$ cat config.mk
export PLATFORM = sky130hd
export DESIGN_NAME = dma_mem_cycle_seq
export DESIGN_NICKNAME = d
export VERILOG_FILES = /design/src/rtl/dma_mem_cycle_seq.sv
export SDC_FILE = /design/constraint.sdc
export NUM_CORES = 1
export LEC_CHECK = 0
export ABC_AREA = 1
export BUFFER_PORTS_ARGS = -buffer_cell sky130_fd_sc_hd__buf_2
export CAP_MARGIN = 10
export CELL_PAD_IN_SITES_DETAIL_PLACEMENT = 1
export CELL_PAD_IN_SITES_GLOBAL_PLACEMENT = 1
export CORE_ASPECT_RATIO = 0.9
export CORE_MARGIN = 2
export CORE_UTILIZATION = 35
export DETAILED_ROUTE_END_ITERATION = 8
export GPL_ROUTABILITY_DRIVEN = 1
export HOLD_SLACK_MARGIN = 0.12
export PLACE_DENSITY = 0.85
export REMOVE_ABC_BUFFERS = 1
export SETUP_SLACK_MARGIN = 0.3
export SLEW_MARGIN = 15
export SYNTH_ARGS = -nofsm -noshare
export SYNTH_HDL_FRONTEND = slang
export SYNTH_SLANG_ARGS = --single-unit
$ cat constraint.sdc
create_clock -name MasterClock -period 1.6 [get_ports MasterClock]
set_input_delay 0 -clock MasterClock [delete_from_list [all_inputs] [get_ports MasterClock]]
set_output_delay 0 -clock MasterClock [all_outputs]
set_load 0.05 [all_outputs]
$ cat src/rtl/dma_mem_cycle_seq.sv
`default_nettype none
// ============================================================================
// Module   : dma_mem_cycle_seq
// Brief    : Round-robin multi-channel DMA memory-cycle sequencer with bus
//            request/acknowledge handshake and wait-state strobe generation.
// Revision : 1.0 - initial release
// ============================================================================
module dma_mem_cycle_seq #(
  parameter int NCH   = 2,
  parameter int WAITW = 2
) (
  input  logic             MasterClock,
  input  logic             RESETL,
  input  logic             CE,
  input  logic [NCH-1:0]   REQ,
  input  logic [NCH-1:0]   WR,
  input  logic [WAITW-1:0] WSCNT,
  input  logic             BAK,
  input  logic             WAIT,
  output logic             BRQ,
  output logic [NCH-1:0]   GNT,
  output logic [NCH-1:0]   DONE,
  output logic             MREQL,
  output logic             RDL,
  output logic             WRL,
  output logic             ST23L,
  output logic [2:0]       DMC
);

  localparam int                  c_ptr_w = (NCH > 1) ? $clog2(NCH) : 1;
  localparam logic [c_ptr_w-1:0] c_last  = c_ptr_w'(NCH - 1);

  typedef enum logic [2:0] {
    S_IDLE   = 3'd0,
    S_BUSREQ = 3'd1,
    S_ADDR   = 3'd2,
    S_STROBE = 3'd3,
    S_HOLD   = 3'd4
  } state_t;

  state_t             r_state;
  logic [c_ptr_w-1:0] r_ptr;
  logic [NCH-1:0]     r_gnt;
  logic [NCH-1:0]     r_done;
  logic               r_wr;
  logic [WAITW-1:0]   r_cnt;
  logic               r_brq;
  logic               r_mreql;
  logic               r_rdl;
  logic               r_wrl;
  logic               r_st23l;

  state_t             w_next;
  logic               w_load;
  logic               w_busy_nxt;
  logic [NCH-1:0]     w_cand;
  logic [c_ptr_w-1:0] w_win;
  logic [c_ptr_w-1:0] w_ptr_nxt;
  logic [NCH-1:0]     w_win_oh;

  // First set request at or after ptr, wrapping; scanning downward lets the
  // closest candidate overwrite farther ones.
  function automatic logic [c_ptr_w-1:0] rr_pick(input logic [NCH-1:0]     req,
                                                 input logic [c_ptr_w-1:0] ptr);
    logic [c_ptr_w-1:0] win;
    win = ptr;
    for (int i = NCH - 1; i >= 0; i--) begin
      int idx;
      idx = int'(ptr) + i;
      if (idx >= NCH) idx = idx - NCH;
      if (req[idx[c_ptr_w-1:0]]) win = idx[c_ptr_w-1:0];
    end
    return win;
  endfunction

  always_comb begin
    w_next   = r_state;
    w_load   = 1'b0;
    // During HOLD the channel just served steps aside so others get a turn.
    w_cand   = (r_state == S_HOLD) ? (REQ & ~r_gnt) : REQ;
    w_win    = rr_pick(w_cand, r_ptr);
    w_win_oh = '0;
    w_win_oh[w_win] = 1'b1;
    w_ptr_nxt = (w_win == c_last) ? '0 : w_win + 1'b1;

    case (r_state)
      S_IDLE:   if (|REQ) w_next = S_BUSREQ;
      S_BUSREQ: begin
        if (!(|REQ)) begin
          w_next = S_IDLE;
        end else if (BAK) begin
          w_next = S_ADDR;
          w_load = 1'b1;
        end
      end
      S_ADDR:   w_next = S_STROBE;
      S_STROBE: if (r_cnt == '0 && !WAIT) w_next = S_HOLD;
      S_HOLD: begin
        if (BAK && (|w_cand)) begin
          w_next = S_ADDR;
          w_load = 1'b1;
        end else begin
          w_next = S_IDLE;
        end
      end
      default:  w_next = S_IDLE;
    endcase

    w_busy_nxt = (w_next == S_ADDR) || (w_next == S_STROBE) || (w_next == S_HOLD);
  end

  always_ff @(posedge MasterClock or negedge RESETL) begin
    if (!RESETL) begin
      r_state <= S_IDLE;
      r_ptr   <= '0;
      r_gnt   <= '0;
      r_done  <= '0;
      r_wr    <= 1'b0;
      r_cnt   <= '0;
      r_brq   <= 1'b0;
      r_mreql <= 1'b1;
      r_rdl   <= 1'b1;
      r_wrl   <= 1'b1;
      r_st23l <= 1'b1;
    end else if (CE) begin
      r_state <= w_next;
      if (w_load) begin
        r_gnt <= w_win_oh;
        r_wr  <= WR[w_win];
        r_cnt <= WSCNT;
        r_ptr <= w_ptr_nxt;
      end else begin
        if (r_state == S_STROBE && r_cnt != '0) r_cnt <= r_cnt - 1'b1;
        if (!w_busy_nxt) r_gnt <= '0;
      end
      // Outputs decode the state being entered so they line up with DMC.
      r_brq   <= (w_next != S_IDLE);
      r_st23l <= !w_busy_nxt;
      r_mreql <= !(w_next == S_STROBE);
      r_rdl   <= !((w_next == S_STROBE) && !r_wr);
      r_wrl   <= !((w_next == S_STROBE) && r_wr);
      r_done  <= (w_next == S_HOLD) ? r_gnt : '0;
    end
  end

  assign BRQ   = r_brq;
  assign GNT   = r_gnt;
  assign DONE  = r_done;
  assign MREQL = r_mreql;
  assign RDL   = r_rdl;
  assign WRL   = r_wrl;
  assign ST23L = r_st23l;
  assign DMC   = r_state;

endmodule
`default_nettype wire
==> impl_metrics.csv <==
group,metric,value,unit
power_and_ir_drop,fin_total_pwr,2.52,mW
logic_synthesis,proportion_of_netlist_area_held_by_the_largest_area_contributor,33.2,%
clocking,worst_setup_hold_path_clk_slew,0.10,ns
clocking,tritoncts,"built",
drt,wirelength_met1,1110,um
status,result_of_the_run,"completed",
floorplanning,core_area,0.00245,mm^2
job,drv.max_cap_violation_count,0,
grt,grt_pass1_vias,934,
placement,gp_routability_congestion,0.769,
placement,dp_hpwl,1770,um
setup_path,worst-path-max-fanout,4,
grt,grt_max_degree,17,
clocking,cts_max_path_buffers,2,
clocking,cts.sink_count,16,
setup_path,crit_end,"BRQ",
drt,detailroute.via_count,894,
logic_synthesis,synth_seq_cells,16,
logic_synthesis,synth.area.top_cells,"sky130_fd_sc_hd__dfrtp_1 33%, sky130_fd_sc_hd__nand2_1 16%, sky130_fd_sc_hd__dfstp_2 12%",
power_and_ir_drop,peakVddDrop,1.09,mV
drt,detailedRoute.firstIterationViolations,19,
final_layout,final_nets,166,
final_layout,area.sequential,407,um^2
clocking,worst_skew_pair.late_latency,0.29,ns
timing,drv_slew,0,
clocking,clk_root_buffer_cell,"sky130_fd_sc_hd__clkbuf_4",
timing,hold_violations,0,
setup_path,worstPathArrival,1.69,ns
timing,worst_slack,0.140,ns
timing,post-route-min-period,1.46,ns
logic_synthesis,syn-cell-area,903,um^2
logic_synthesis,synth_cell_type_count,25,
timing,rsz0062_at_grt,"true",
logic_synthesis,synth_warnings,0,
timing,setup_tns,0,ns
logic_synthesis,number_of_synthesized_flops_with_an_enable_pin,0,
drt,met3_length,109,um
drt,routed_wirelength_normalized_by_instance_count,15.0,um
drt,ant_nets,0,
final_layout,nFillCells,303,
floorplanning,ios,23,
clocking,number_of_h_tree_levels,1,
grt,grtUsageTotal,18.4,%
logic_synthesis,yosysTopAreaCell,"sky130_fd_sc_hd__dfrtp_1",
grt,number_of_antenna_violations_at_the_first_check_in_global_routing,0,
setup_path,timing.critical_path.to_type,"flip-flop",
logic_synthesis,yosys_most_used_dff,"sky130_fd_sc_hd__dfrtp_1",
setup_path,rr_endpoint,"BRQ",
floorplanning,floorplan.die_area,0.00300,mm^2
clocking,cts_buffers,3,
min_path,hold_path_class,"in -> async",
drt,wl,2720,um
final_layout,antenna_cells,0,
drt,routed-wl-met2,1500,um
drt,top_layer_used,"met3",
grt,grt_pass1_wl,4160,um
drt,routed_via_density,4.94,
floorplanning,start_util,36.9,%
timing,worst_slew_pin_slew,0.474,ns
grt,total_congestion_overflow,0,
final_layout,layout-area-overhead-vs-synth,48.5,%
final_layout,multi_input_comb_area,562,um^2
setup_path,crit_path_start,"r_cnt[1]",
timing,finalSetupViolCount,0,
drt,drcViolationCount,0,
placement,pre_cts_worst_setup_slack,0.0980,ns
floorplanning,floorplan.rows,17,
power_and_ir_drop,cellLeakagePower,0.690,nW
logic_synthesis,postSynthAreaPerCell,7.86,um^2
timing,max_clock_freq,685,MHz
timing,worst_clock_skew,0.00143,ns
setup_path,timing.setup.critical_path_class,"reg -> reg",
setup_path,timing.critical_path.from_type,"flip-flop",
power_and_ir_drop,pwr_density_cell,1880,mW/mm^2
setup_path,r2r.worst_path.cells,10,
setup_path,worst_r2r_startpoint,"r_cnt[1]",
timing,slew_headroom,68.4,%
floorplanning,die_span_in_x,57.6,um
drt,drt_pre_antenna_iters,4,
timing,layout_worst_path_cycle_share,91.2,%
placement,port-buffer-count,22,
logic_synthesis,asyncSetResetFlopFracSynth,100,%
final_layout,layout-drive-gt1-share,51.0,%
setup_path,r2r_setup_slack,0.14,ns
logic_synthesis,syn_inst,115,
floorplanning,dieHeight,52.2,um
setup_path,worst-endpoint-required,1.83,ns
logic_synthesis,synth.yosys.seq_area_share,44.9,%
## how the worst min path moves through the flow
stage                      start  endpoint  slack, ns  cells after the start
after floorplan           RESETL       BRQ      -0.30                      0
final                     RESETL   DONE[0]       0.15                      2
after detailed placement  RESETL   DONE[1]      -0.06                      1
after global routing      RESETL   DONE[1]       0.18                      2
after CTS                   WAIT     ST23L       0.14                      6
after global placement    RESETL   DONE[0]      -0.07                      1
## what timing repair did
| item | CTS | global route |
|---|---|---|
| resized for setup | 15 | 31 |
| setup endpoints to repair | 15 | 16 |
| cloned | 0 | 0 |
| hold buffers | 6 | 0 |
| setup buffers | 3 | 5 |
| endpoints found under the hold margin | 28 | 0 |
| pin swaps | 7 | 15 |
## logic make-up after synthesis
kind of cell	after synthesis	share of synthesized area, %
and+or+nand+nor	66	37.5
buffers and inverters	19	8.03
DFF	16	44.9
AOI/OAI and AO/OA	13	8.17
adders and majority gates	1	1.38
## where the power goes
part	switching [mW]	internal (mW)	total (mW)
clock network	0.133	0.139	0.272
registers	0.135	0.596	0.732
logic	1.01	0.502	1.51
## through the flow
step	util, %	hold WS (ns)	instances	instance area (um^2)
2_1_floorplan	-	-0.296	113	895
3_3_place_gp	42.5	-0.0689	163	1040
3_5_place_dp	42.5	-0.0608	163	1040
4_1_cts	49.0	0.143	176	1200
5_1_grt	54.8	0.182	181	1340
6_report	54.8	0.153	181	1340
## layout by cell type, fill, tap and decap left out, drive strengths merged, types with 4 or more instances in the layout
master	count
buf	30
nand3	12
dfstp	4
clkbuf	4
o21ai	10
nand2	44
inv	16
dfrtp	12
nor2	6
dlygate4sd3	6
## layer usage
metal	vias up	track usage [%]
met4	0	3.49
met2	22	33.3
li1	437	-
met1	435	22.4
met3	0	4.44
met5	-	0
## final cells by class
type	count	share of cell area, %
clock buffer	4	2.71
multi-input combinational	80	41.9
tap	28	2.61
sequential	16	30.3
inverter	17	4.76
timing repair buffer	36	17.7
## critical path: stages, from the launching register on
cell and delay [ns]:
sky130_fd_sc_hd__dfrtp_1 0.41, sky130_fd_sc_hd__inv_2 0.07, sky130_fd_sc_hd__ha_4 0.12, sky130_fd_sc_hd__inv_2 0.03, sky130_fd_sc_hd__or2_4 0.25, sky130_fd_sc_hd__buf_4 0.14
sky130_fd_sc_hd__nor2_4 0.12, sky130_fd_sc_hd__nand2_4 0.08, sky130_fd_sc_hd__nand2_1 0.08, sky130_fd_sc_hd__inv_1 0.04, sky130_fd_sc_hd__nand2_1 0.04
## sequential cells by signal, indices dropped and copies added, names as in the netlist
register,flops
GNT,2
r_ptr,1
r_cnt,2
DMC,3
r_wr,1
ST23L,1
DONE,2
RDL,1
WRL,1
MREQL,1
BRQ,1
## cell usage after synthesis (2+ instances only)
cell type                 number
sky130_fd_sc_hd__nand2_1      38
sky130_fd_sc_hd__inv_1        16
sky130_fd_sc_hd__dfrtp_1      12
sky130_fd_sc_hd__nand3_1       9
sky130_fd_sc_hd__o21ai_0       6
sky130_fd_sc_hd__dfstp_2       4
sky130_fd_sc_hd__nand2_2       4
sky130_fd_sc_hd__nor2_1        4
sky130_fd_sc_hd__nand3_2       3
sky130_fd_sc_hd__o21ai_1       3
sky130_fd_sc_hd__nand2_4       2
No activity file was read; power rests on OpenSTA's default activity.
